<file path="src/rtl/id_stage_p.sv">
// id_stage_p: instruction-decode stage for the pipelined MIPS CPU.
//
// Decodes instr_d, reads the internal register file (with write-through
// bypass from writeback), resolves BEQ/BNE (and J/JAL/JR when enabled) in ID
// using forwarded compare operands, and drives the ID/EX pipeline register.
//
// Optional feature macro: ID_JUMP_EN
//   defined   -> J (op 02), JAL (op 03) and JR (funct 08) are decoded.
//   undefined -> those encodings flag illegal_d and decode as a NOP;
//                link_e never asserts.
//
// Ports
//   clk, reset               clock, asynchronous active-high reset
//   instr_d, pc_plus4_d      instruction in ID and its PC+4
//   valid_d                  instr_d is a real instruction
//   stall_d, flush_e         hold / bubble the ID/EX register (flush wins)
//   reg_write_w, write_reg_w, result_w   register file write port
//   fwd_a_d, fwd_b_d, alu_out_m          compare-operand forwarding
//   rs_d, rt_d               source fields to the hazard unit
//   pc_src_d, pc_target_d    fetch redirect request and address
//   illegal_d                unsupported encoding in ID
//   *_e                      ID/EX register outputs
module id_stage_p #(
  parameter int unsigned XLEN  = 32,
  parameter int unsigned NREGS = 32
) (
  input  logic                      clk,
  input  logic                      reset,
  input  logic [31:0]               instr_d,
  input  logic [XLEN-1:0]           pc_plus4_d,
  input  logic                      valid_d,
  input  logic                      stall_d,
  input  logic                      flush_e,
  input  logic                      reg_write_w,
  input  logic [$clog2(NREGS)-1:0]  write_reg_w,
  input  logic [XLEN-1:0]           result_w,
  input  logic                      fwd_a_d,
  input  logic                      fwd_b_d,
  input  logic [XLEN-1:0]           alu_out_m,
  output logic [4:0]                rs_d,
  output logic [4:0]                rt_d,
  output logic                      pc_src_d,
  output logic [XLEN-1:0]           pc_target_d,
  output logic                      illegal_d,
  output logic                      valid_e,
  output logic                      reg_write_e,
  output logic                      mem_to_reg_e,
  output logic                      mem_write_e,
  output logic                      alu_src_e,
  output logic                      reg_dst_e,
  output logic                      link_e,
  output logic [2:0]                alu_ctrl_e,
  output logic [4:0]                rs_e,
  output logic [4:0]                rt_e,
  output logic [4:0]                rd_e,
  output logic [4:0]                shamt_e,
  output logic [XLEN-1:0]           rd1_e,
  output logic [XLEN-1:0]           rd2_e,
  output logic [XLEN-1:0]           imm_e,
  output logic [XLEN-1:0]           pc_plus4_e
);

  localparam int unsigned RW = $clog2(NREGS);
  // Specifier bits that must be zero for the configured register count.
  localparam logic [4:0] HiMask = 5'(5'h1f << RW);

  // ALU codes
  localparam logic [2:0] AluAnd = 3'b000;
  localparam logic [2:0] AluOr  = 3'b001;
  localparam logic [2:0] AluAdd = 3'b010;
  localparam logic [2:0] AluSll = 3'b100;
  localparam logic [2:0] AluSrl = 3'b101;
  localparam logic [2:0] AluSub = 3'b110;
  localparam logic [2:0] AluSlt = 3'b111;

  typedef struct packed {
    logic            valid;
    logic            reg_write;
    logic            mem_to_reg;
    logic            mem_write;
    logic            alu_src;
    logic            reg_dst;
    logic            link;
    logic [2:0]      alu_ctrl;
    logic [4:0]      rs;
    logic [4:0]      rt;
    logic [4:0]      rd;
    logic [4:0]      shamt;
    logic [XLEN-1:0] rd1;
    logic [XLEN-1:0] rd2;
    logic [XLEN-1:0] imm;
    logic [XLEN-1:0] pc_plus4;
  } idex_t;

  // ---------------------------------------------------------------------------
  // Instruction fields
  // ---------------------------------------------------------------------------
  logic [5:0]      op;
  logic [5:0]      funct;
  logic [4:0]      rd_f;
  logic [4:0]      shamt_f;
  logic [XLEN-1:0] imm_ext;

  assign op      = instr_d[31:26];
  assign funct   = instr_d[5:0];
  assign rs_d    = instr_d[25:21];
  assign rt_d    = instr_d[20:16];
  assign rd_f    = instr_d[15:11];
  assign shamt_f = instr_d[10:6];
  assign imm_ext = {{(XLEN-16){instr_d[15]}}, instr_d[15:0]};

  // ---------------------------------------------------------------------------
  // Register file
  // ---------------------------------------------------------------------------
  logic [XLEN-1:0] regs_q [NREGS];
  logic [RW-1:0]   rs_idx;
  logic [RW-1:0]   rt_idx;
  logic            wr_en;
  logic [XLEN-1:0] rd1_v;
  logic [XLEN-1:0] rd2_v;

  assign rs_idx = rs_d[RW-1:0];
  assign rt_idx = rt_d[RW-1:0];
  assign wr_en  = reg_write_w && (write_reg_w != '0);

  always_ff @(posedge clk or posedge reset) begin
    if (reset) begin
      for (int i = 0; i < int'(NREGS); i++) begin
        regs_q[i] <= '0;
      end
    end else if (wr_en) begin
      regs_q[write_reg_w] <= result_w;
    end
  end

  // Write-through: a same-cycle write to the read index is returned directly.
  always_comb begin
    rd1_v = '0;
    rd2_v = '0;
    if (rs_idx != '0) begin
      rd1_v = (wr_en && (write_reg_w == rs_idx)) ? result_w : regs_q[rs_idx];
    end
    if (rt_idx != '0) begin
      rd2_v = (wr_en && (write_reg_w == rt_idx)) ? result_w : regs_q[rt_idx];
    end
  end

  // ---------------------------------------------------------------------------
  // Decode
  // ---------------------------------------------------------------------------
  logic       known;
  logic       use_rs;
  logic       use_rt;
  logic       use_rd;
  logic       dec_reg_write;
  logic       dec_mem_to_reg;
  logic       dec_mem_write;
  logic       dec_alu_src;
  logic       dec_reg_dst;
  logic       dec_link;
  logic [2:0] dec_alu_ctrl;
  logic       is_beq;
  logic       is_bne;
  logic       is_j;
  logic       is_jr;

  always_comb begin
    known          = 1'b0;
    use_rs         = 1'b0;
    use_rt         = 1'b0;
    use_rd         = 1'b0;
    dec_reg_write  = 1'b0;
    dec_mem_to_reg = 1'b0;
    dec_mem_write  = 1'b0;
    dec_alu_src    = 1'b0;
    dec_reg_dst    = 1'b0;
    dec_link       = 1'b0;
    dec_alu_ctrl   = AluAnd;
    is_beq         = 1'b0;
    is_bne         = 1'b0;
    is_j           = 1'b0;
    is_jr          = 1'b0;
    unique case (op)
      6'h00: begin
        use_rs = 1'b1;
        use_rt = 1'b1;
        use_rd = 1'b1;
        unique case (funct)
          6'h00: begin known = 1'b1; dec_alu_ctrl = AluSll; end
          6'h02: begin known = 1'b1; dec_alu_ctrl = AluSrl; end
          6'h20: begin known = 1'b1; dec_alu_ctrl = AluAdd; end
          6'h22: begin known = 1'b1; dec_alu_ctrl = AluSub; end
          6'h24: begin known = 1'b1; dec_alu_ctrl = AluAnd; end
          6'h25: begin known = 1'b1; dec_alu_ctrl = AluOr;  end
          6'h2a: begin known = 1'b1; dec_alu_ctrl = AluSlt; end
`ifdef ID_JUMP_EN
          6'h08: begin
            known  = 1'b1;
            is_jr  = 1'b1;
            use_rt = 1'b0;
            use_rd = 1'b0;
          end
`endif
          default: known = 1'b0;
        endcase
        if (known && !is_jr) begin
          dec_reg_write = 1'b1;
          dec_reg_dst   = 1'b1;
        end
      end
      6'h08, 6'h23: begin // ADDI, LW
        known          = 1'b1;
        use_rs         = 1'b1;
        use_rt         = 1'b1;
        dec_reg_write  = 1'b1;
        dec_alu_src    = 1'b1;
        dec_mem_to_reg = (op == 6'h23);
        dec_alu_ctrl   = AluAdd;
      end
      6'h2b: begin // SW
        known         = 1'b1;
        use_rs        = 1'b1;
        use_rt        = 1'b1;
        dec_mem_write = 1'b1;
        dec_alu_src   = 1'b1;
        dec_alu_ctrl  = AluAdd;
      end
      6'h04, 6'h05: begin // BEQ, BNE
        known        = 1'b1;
        use_rs       = 1'b1;
        use_rt       = 1'b1;
        is_beq       = (op == 6'h04);
        is_bne       = (op == 6'h05);
        dec_alu_ctrl = AluSub;
      end
`ifdef ID_JUMP_EN
      6'h02, 6'h03: begin // J, JAL
        known = 1'b1;
        is_j  = 1'b1;
        if (op == 6'h03) begin
          dec_reg_write = 1'b1;
          dec_reg_dst   = 1'b1;
          dec_link      = 1'b1;
        end
      end
`endif
      default: known = 1'b0;
    endcase
  end

  // A used specifier naming a register beyond NREGS is illegal.
  logic bad_spec;
  logic ctl_ok;

  assign bad_spec = (use_rs && ((rs_d & HiMask) != '0)) ||
                    (use_rt && ((rt_d & HiMask) != '0)) ||
                    (use_rd && ((rd_f & HiMask) != '0));
  // Bubbles (valid_d=0) are never flagged illegal.
  assign illegal_d = valid_d && (!known || bad_spec);
  assign ctl_ok    = valid_d && known && !bad_spec;

  // ---------------------------------------------------------------------------
  // Branch / jump resolution
  // ---------------------------------------------------------------------------
  logic [XLEN-1:0] cmp_a;
  logic [XLEN-1:0] cmp_b;
  logic            cmp_eq;
  logic [XLEN-1:0] br_target;

  assign cmp_a     = fwd_a_d ? alu_out_m : rd1_v;
  assign cmp_b     = fwd_b_d ? alu_out_m : rd2_v;
  assign cmp_eq    = (cmp_a == cmp_b);
  assign br_target = pc_plus4_d + (imm_ext << 2);

  assign pc_src_d = ctl_ok && ((is_beq && cmp_eq) || (is_bne && !cmp_eq) || is_j || is_jr);

`ifdef ID_JUMP_EN
  logic [XLEN-1:0] j_target;
  assign j_target = {pc_plus4_d[XLEN-1:28], instr_d[25:0], 2'b00};

  always_comb begin
    pc_target_d = br_target;
    if (is_jr) begin
      pc_target_d = cmp_a;
    end else if (is_j) begin
      pc_target_d = j_target;
    end
  end
`else
  assign pc_target_d = br_target;
`endif

  // ---------------------------------------------------------------------------
  // ID/EX register
  // ---------------------------------------------------------------------------
  idex_t idex_load;
  idex_t idex_d;
  idex_t idex_q;

  always_comb begin
    idex_load            = '0;
    idex_load.valid      = valid_d;
    idex_load.reg_write  = dec_reg_write & ctl_ok;
    idex_load.mem_to_reg = dec_mem_to_reg & ctl_ok;
    idex_load.mem_write  = dec_mem_write & ctl_ok;
    idex_load.alu_src    = dec_alu_src & ctl_ok;
    idex_load.reg_dst    = dec_reg_dst & ctl_ok;
    idex_load.link       = dec_link & ctl_ok;
    idex_load.alu_ctrl   = ctl_ok ? dec_alu_ctrl : AluAnd;
    idex_load.rs         = rs_d;
    idex_load.rt         = rt_d;
    // JAL writes its return address to r31.
    idex_load.rd         = (dec_link && ctl_ok) ? 5'd31 : rd_f;
    idex_load.shamt      = shamt_f;
    idex_load.rd1        = rd1_v;
    idex_load.rd2        = rd2_v;
    idex_load.imm        = imm_ext;
    idex_load.pc_plus4   = pc_plus4_d;
  end

  always_comb begin
    idex_d = idex_q;
    if (flush_e) begin
      idex_d = '0;
    end else if (!stall_d) begin
      idex_d = idex_load;
    end
  end

  always_ff @(posedge clk or posedge reset) begin
    if (reset) begin
      idex_q <= '0;
    end else begin
      idex_q <= idex_d;
    end
  end

  assign valid_e      = idex_q.valid;
  assign reg_write_e  = idex_q.reg_write;
  assign mem_to_reg_e = idex_q.mem_to_reg;
  assign mem_write_e  = idex_q.mem_write;
  assign alu_src_e    = idex_q.alu_src;
  assign reg_dst_e    = idex_q.reg_dst;
  assign link_e       = idex_q.link;
  assign alu_ctrl_e   = idex_q.alu_ctrl;
  assign rs_e         = idex_q.rs;
  assign rt_e         = idex_q.rt;
  assign rd_e         = idex_q.rd;
  assign shamt_e      = idex_q.shamt;
  assign rd1_e        = idex_q.rd1;
  assign rd2_e        = idex_q.rd2;
  assign imm_e        = idex_q.imm;
  assign pc_plus4_e   = idex_q.pc_plus4;

endmodule

</file>
<file path="config.mk">
export PLATFORM = sky130hd
export DESIGN_NAME = id_stage_p
export DESIGN_NICKNAME = d
export VERILOG_FILES = /design/src/rtl/id_stage_p.sv
export SDC_FILE = /design/constraint.sdc
export NUM_CORES = 2
export LEC_CHECK = 0
export BUFFER_PORTS_ARGS = -buffer_cell sky130_fd_sc_hd__buf_2
export CAP_MARGIN = 20
export CORE_MARGIN = 4
export CORE_UTILIZATION = 48
export CTS_BUF_LIST = sky130_fd_sc_hd__clkbuf_16
export DETAILED_ROUTE_END_ITERATION = 7
export PLACE_DENSITY_LB_ADDON = 0.3
export SLEW_MARGIN = 20
export SYNTH_ARGS = -nofsm -noshare
export SYNTH_HDL_FRONTEND = slang
export SYNTH_SLANG_ARGS = --single-unit
</file>
<file path="constraint.sdc">
create_clock -name clk -period 47.2 [get_ports clk]
set_input_delay 9.44 -clock clk [delete_from_list [all_inputs] [get_ports clk]]
set_output_delay 9.44 -clock clk [all_outputs]
set_load 0.05 [all_outputs]
</file>
After elaboration in Yosys (flattened, before gate mapping)
Cells that the tools add are included.
{ "totals": {"register_bits": 1182, "input_bits": 141, "out_inout_bits": 202, "word_cells": 129} }
{ "classes": {"mux": 31, "n_reduce_logical": 22, "add_sub_neg": 1, "n_eq_ne": 15, "order_cmp": 4, "bitwise": 8} }
{ "op_table": {"columns": ["operator", "count"], "rows": [
  ["1024-bit bitwise mux", 1],
  ["32-bit two-way mux", 11],
  ["32-bit binary-select mux with 5-bit select", 2],
  ["158-bit two-way mux", 2],
  ["32-bit demux with 5-bit select", 1],
  ["6-bit equality test (second input constant)", 7],
  ["32-bit adder", 1],
  ["32-bit equality test", 1],
  ["6-bit >= comparator (second input constant)", 3],
  ["5-bit inverter with 6-bit output", 3],
  ["3-bit one-hot mux with 6 select lines", 1],
  ["5-bit nonzero test", 3],
  ["6-bit by 3-bit equality test with 1-bit output (second input constant)", 2],
  ["6-bit zero test", 2],
  ["5-bit equality test", 2],
  ["1-bit logical AND", 9],
  ["1-bit two-way mux", 9],
  ["3-bit one-hot mux with 3 select lines", 1],
  ["7-bit OR reduction", 1],
  ["6-bit by 2-bit equality test with 1-bit output (second input constant)", 1],
  ["6-bit by 4-bit equality test with 1-bit output (second input constant)", 1],
  ["6-bit by 1-bit < comparator with 1-bit output (second input constant)", 1],
  ["1-bit bitwise AND", 5],
  ["5-bit OR reduction", 1],
  ["other kinds (7)", 10]
]} }

Longest topological paths before layout
{ "logic_depth": {"ltp_word": 12, "depth_mapped": 17, "depth_no_buf": 14} }

Least setup slack after synthesis
No wires, ideal clock.
{ "synth_path": {"kind": "input to output", "startpoint": "input port instr_d[0]", "endpoint": "output port pc_target_d[24]", "arrival_time_ps": 13129, "stages": 14, "required_time_ps": 37760, "path_slack_ps": 24631, "path_buffers": 0, "path_cell_list": "ha_1 inv_1 fa_1 nor2b_1 o21ai_0 a21boi_0 o21ai_0 a21oi_1 nor2_1 o211ai_1 nand3_1 and3_1 o21ai_0 o311ai_0"} }
{ "synth_between": {"elab_chain_cells": 1} }
{ "synth_rtl": {"columns": ["item", "line", "source"], "rows": [
  ["start: declaration", "29", "input logic [31:0] instr_d,"],
  ["32-bit adder", "273", "assign br_target = pc_plus4_d + (imm_ext << 2);"],
  ["end: declaration", "43", "output logic [XLEN-1:0] pc_target_d,"]
]} }
Every way passes these cells.

Final worst setup path
{ "layout_path": {"startpoint": "input port instr_d[21]", "endpoint": "output port pc_src_d"} }
{ "layout_between": {"elab_chain_cells": 12, "elab_cells_between_ends": 16, "classes_between": "eq/ne: 2; mux: 6; bitwise: 1; reduce/logical: 7"} }
{ "layout_rtl": {"columns": ["item", "line", "source"], "rows": [
  ["5-bit inverter with 6-bit output (implied by the code)", "141", "rd1_v = (wr_en && (write_reg_w == rs_idx)) ? result_w : regs_q[rs_idx];"],
  ["32-bit binary-select mux with 5-bit select", "141", null],
  ["32-bit two-way mux (implied by the code) (2 in a row)", "141", null],
  ["32-bit two-way mux", "141", null],
  ["32-bit two-way mux (*)", "140", "if (rs_idx != '0) begin"],
  ["32-bit two-way mux (*)", "270", "assign cmp_a = fwd_a_d ? alu_out_m : rd1_v;"],
  ["32-bit equality test (*)", "272", "assign cmp_eq = (cmp_a == cmp_b);"],
  ["1-bit zero test", "275", "assign pc_src_d = ctl_ok && ((is_beq && cmp_eq) || (is_bne && !cmp_eq) || is_j || is_jr);"],
  ["1-bit logical AND", "275", null],
  ["1-bit logical OR (*)", "275", null],
  ["1-bit logical AND (*)", "275", null],
  ["end: declaration", "42", "output logic pc_src_d,"]
]} }
Mark *: on every way between the ends. The rest lies on a longest branch, timed or not. The select of a mux whose other input is x is not followed.

==> key figures <==
Logic synthesis
  – Area contributors post-synth: dfrtp_1 45%, mux4_2 15%, mux2_2 14%
  – Post-synth top cells: 1155 x dfrtp_1, 789 x mux2_2, 413 x mux4_2
  – Post-synth EDFFs: 0
  – Synth Instances: roughly 5000
  – Synth Warn #: 0
  – Share of the synthesized area in the top cell type: 0.452
  – Mapped cell area: 63900 sq um
  – Post-synthesis sequential area ratio: 0.452
  – Syn Area/Cell: between 10 and 15 sq um
  – Top FF cell, synth: dfrtp_1
  – Synth Register Bits: 1155
  – Asr flop ratio synth: 1.00
  – Post-synth net total: between 5000 and 6000
  – Count leader, synth: dfrtp_1
  – Post-synth top area cell: dfrtp_1
  – Yosys cell types: 94

Job
  – Max Cap Viol: 0

GRT
  – Initial antenna violation count: 38
  – Largest net degree at the start of global routing: 193
  – Overflow after GRT: 0
  – First-pass GRT wire length: ~350000 microns
  – All-layer global routing usage: 0.347
  – Vias in the first global route: roughly 47000

Die
  – Die Y: ~370 microns
  – Core ar.: 132000 sq um
  – IO Pins: 343
  – Die W: approximately 370 microns
  – Die area: ~140000 sq um
  – # rows: between 100 and 150
  – Initial core utilization: 0.485

Drt
  – Met2 WL: ~100000 microns
  – Avg WL per Cell: roughly 35 microns
  – Uppermost layer routed: met5
  – DRC violation total after the first TritonRoute iteration: approximately 6700
  – DR vias: 48214
  – # DRC: 0
  – Met3 routed wirelength: approximately 33000 microns
  – Met1 wire length: approximately 92000 microns
  – WL final: 246000 microns
  – ANT nets after route: 0
  – Vias per cell: 6.97
  – TritonRoute pass-1 iters: 6

STA
  – Setup-failing EPs final: 0
  – Fmax achieved: approximately 40 MHz
  – RSZ-0062 raised after global routing: false
  – Endpoints failing hold: 0
  – Skew final: 29.7 ps
  – Min Tclk post-route: ~25000 ps
  – Setup TNS: 0 ps
  – Post-route clock period utilization: 0.528
  – Final Max Tran Viols: 0
  – Worst-Margin Slew: roughly 1300 ps
  – Slew headroom: 0.117

Setup path
  – Max stage delay cell, worst path: a311oi_1
  – Req. time, crit path: approximately 38000 ps
  – CP cell instances: buf_8 -> buf_12 -> buf_12 -> mux4_2 -> mux4_2 -> o211a_1 -> a311oi_1 -> or3_1 -> o211ai_1 -> a311oi_1 -> o211ai_1 -> a22oi_1 -> nand3_1 -> mux2i_1 -> buf_2
  – Crit start category: input port
  – Critical Path End Type: primary output
  – Worst stage delay on the critical path: between 900 and 1000 ps
  – Crit Path Max Fanout: 86
  – Crit path kind: in2out
  – Crit path DAT: roughly 15000 ps

Clocking
  – CTS root buf: clkbuf_16
  – CTS tree: yes
  – Hold-fix buffers, CTS: 0
  – Clk_lat worst skew: 780 ps
  – Post-CTS setup repair buffer count: 0
  – Clock Tree Buf Depth: 3
  – H-tree Lvls: 4
  – TritonCTS buffer count: 132
  – Clk sinks: between 1000 and 1500
  – Clock Pin Slew Worst Setup and Hold Paths: 60 ps
  – Post-cts sizing count: 0

Power
  – PwrDens: ~42 nW/um^2
  – Lkg Pwr: around 0.031 uW
  – Worst vdd ir: about 28 uV
  – Total Power: slightly below 3000 uW

Cells and area
  – Layout fillers: roughly 11000
  – Nets@finish: about 5200
  – Layout cell share with drive strength beyond 1: 0.376
  – Reg area: about 29000 sq um
  – Multi-input combinational cell area: 32200 sq um
  – Area grow syn2layout: 9.91%

Placed design
  – I/O Buffers: between 300 and 400
  – Hpwl dp: roughly 160000 microns
  – Placer Congestion: 1.02

Outcome
  – Status: complete, no violations

Hold path
  – HP Class: reg2reg
## per-layer routing
| metal | global-route usage | up-vias |
|---|---|---|
| met2 | 0.485 | 3438 |
| met1 | 0.459 | 24967 |
| met3 | 0.127 | 852 |
| met4 | 0.218 | 26 |
| li1 | - | 18931 |
| met5 | 0 | - |
## cell usage in the layout (no fill, tap or decap), types with 26 or more instances in the layout
master / netlist / layout
dfrtp_1: 1155 / 1155
mux2_2: 789 / 789
mux4_2: 413 / 413
buf_2: 65 / 334
nand2_1: 317 / 302
o21ai_0: 283 / 283
mux2i_1: 257 / 257
nor2_1: 227 / 210
clkbuf_16: 0 / 133
a22oi_1: 126 / 126
buf_4: 70 / 106
a21oi_1: 104 / 104
inv_1: 42 / 64
nand3_1: 59 / 59
xnor2_1: 57 / 57
o22ai_1: 53 / 53
a22o_1: 40 / 40
nor3_1: 35 / 34
mux4_1: 30 / 30
ha_1: 29 / 29
xor2_1: 28 / 28
clkinv_1: 0 / 28
clkinv_2: 0 / 27
a31oi_1: 26 / 26
## cell type report
class	instances	share of cell area
diodes	17	0.000606
clock buffers	133	0.0474
clock inverters	100	0.00937
inverters	45	0.00251
multi-input cells	3258	0.458
flip-flops and latches	1155	0.412
well taps	1755	0.0313
repair buffers	457	0.0393
## registers in the layout (all words and copies together) (netlist names)
signal and count:
rd2_e 32, shamt_e 4, mem_to_reg_e 1, rd1_e 32
regs_q 1024, rd_e 4, pc_plus4_e 32, mem_write_e 1
rt_e 5, reg_dst_e 1, alu_ctrl_e 3, imm_e 8
alu_src_e 1, valid_e 1, rs_e 5, reg_write_e 1
## critical path: cells and delay by family
| family | cells | cell delay, ps |
|---|---|---|
| multiplexers | 3 | 1380 |
| buffers and inverters | 4 | 1960 |
| AO/OA/AOI/OAI | 6 | 1830 |
| AND/OR/NAND/NOR | 2 | 590 |
## where the power goes
part	total [uW]	internal, uW	switching, uW
registers	1290	1160	132
clock network	975	541	434
logic	695	326	369
total	2960	2030	935
## kinds of logic (layout without fill, tap and decap cells)
| kind of cell | Yosys count | after routing | share of synthesized area |
|---|---|---|---|
| AO/OA/AOI/OAI | 810 | 810 | 0.0824 |
| XOR/XNOR | 85 | 85 | 0.0117 |
| adder cells (fa/ha/maj) | 30 | 30 | 0.00599 |
| buffers and inverters | 576 | 735 | 0.0475 |
| flip-flops | 1155 | 1155 | 0.452 |
| multiplexers | 1493 | 1493 | 0.339 |
| other | 1 | 18 | 0.0000587 |
| AND/OR/NAND/NOR | 839 | 839 | 0.0613 |
## path summary, 6_finish.rpt
kind                                             end  slack [ps]  cells after the start                      from
max in group asynchronous    regs_q[328]$_DFFE_PP0P_       35300                      5                     reset
min in group asynchronous  alu_ctrl_e[2]$_DFFE_PP0P_        8840                      2                     reset
setup reg to reg                rd1_e[3]$_DFFE_PP0P_       43990                      7   regs_q[131]$_DFFE_PP0P_
setup / recovery                            pc_src_d       22270                     15               instr_d[21]
hold reg to reg             regs_q[1022]$_DFFE_PP0P_         380                      0  regs_q[1022]$_DFFE_PP0P_
hold / removal              regs_q[1022]$_DFFE_PP0P_         380                      0  regs_q[1022]$_DFFE_PP0P_
## through the flow
step	instances	area [sq um]	hold WS [ps]	worst slack, ps	util
after detailed placement	6669	66200	365	22480	0.502
final	6920	70200	378	22270	0.533
after global routing	6906	70200	393	22150	0.533
after global placement	6666	66100	364	22520	0.502
after floorplan	4989	63900	425	5230	-
after CTS	6902	70100	378	22460	0.532
Power figures use the tool's default switching activity.
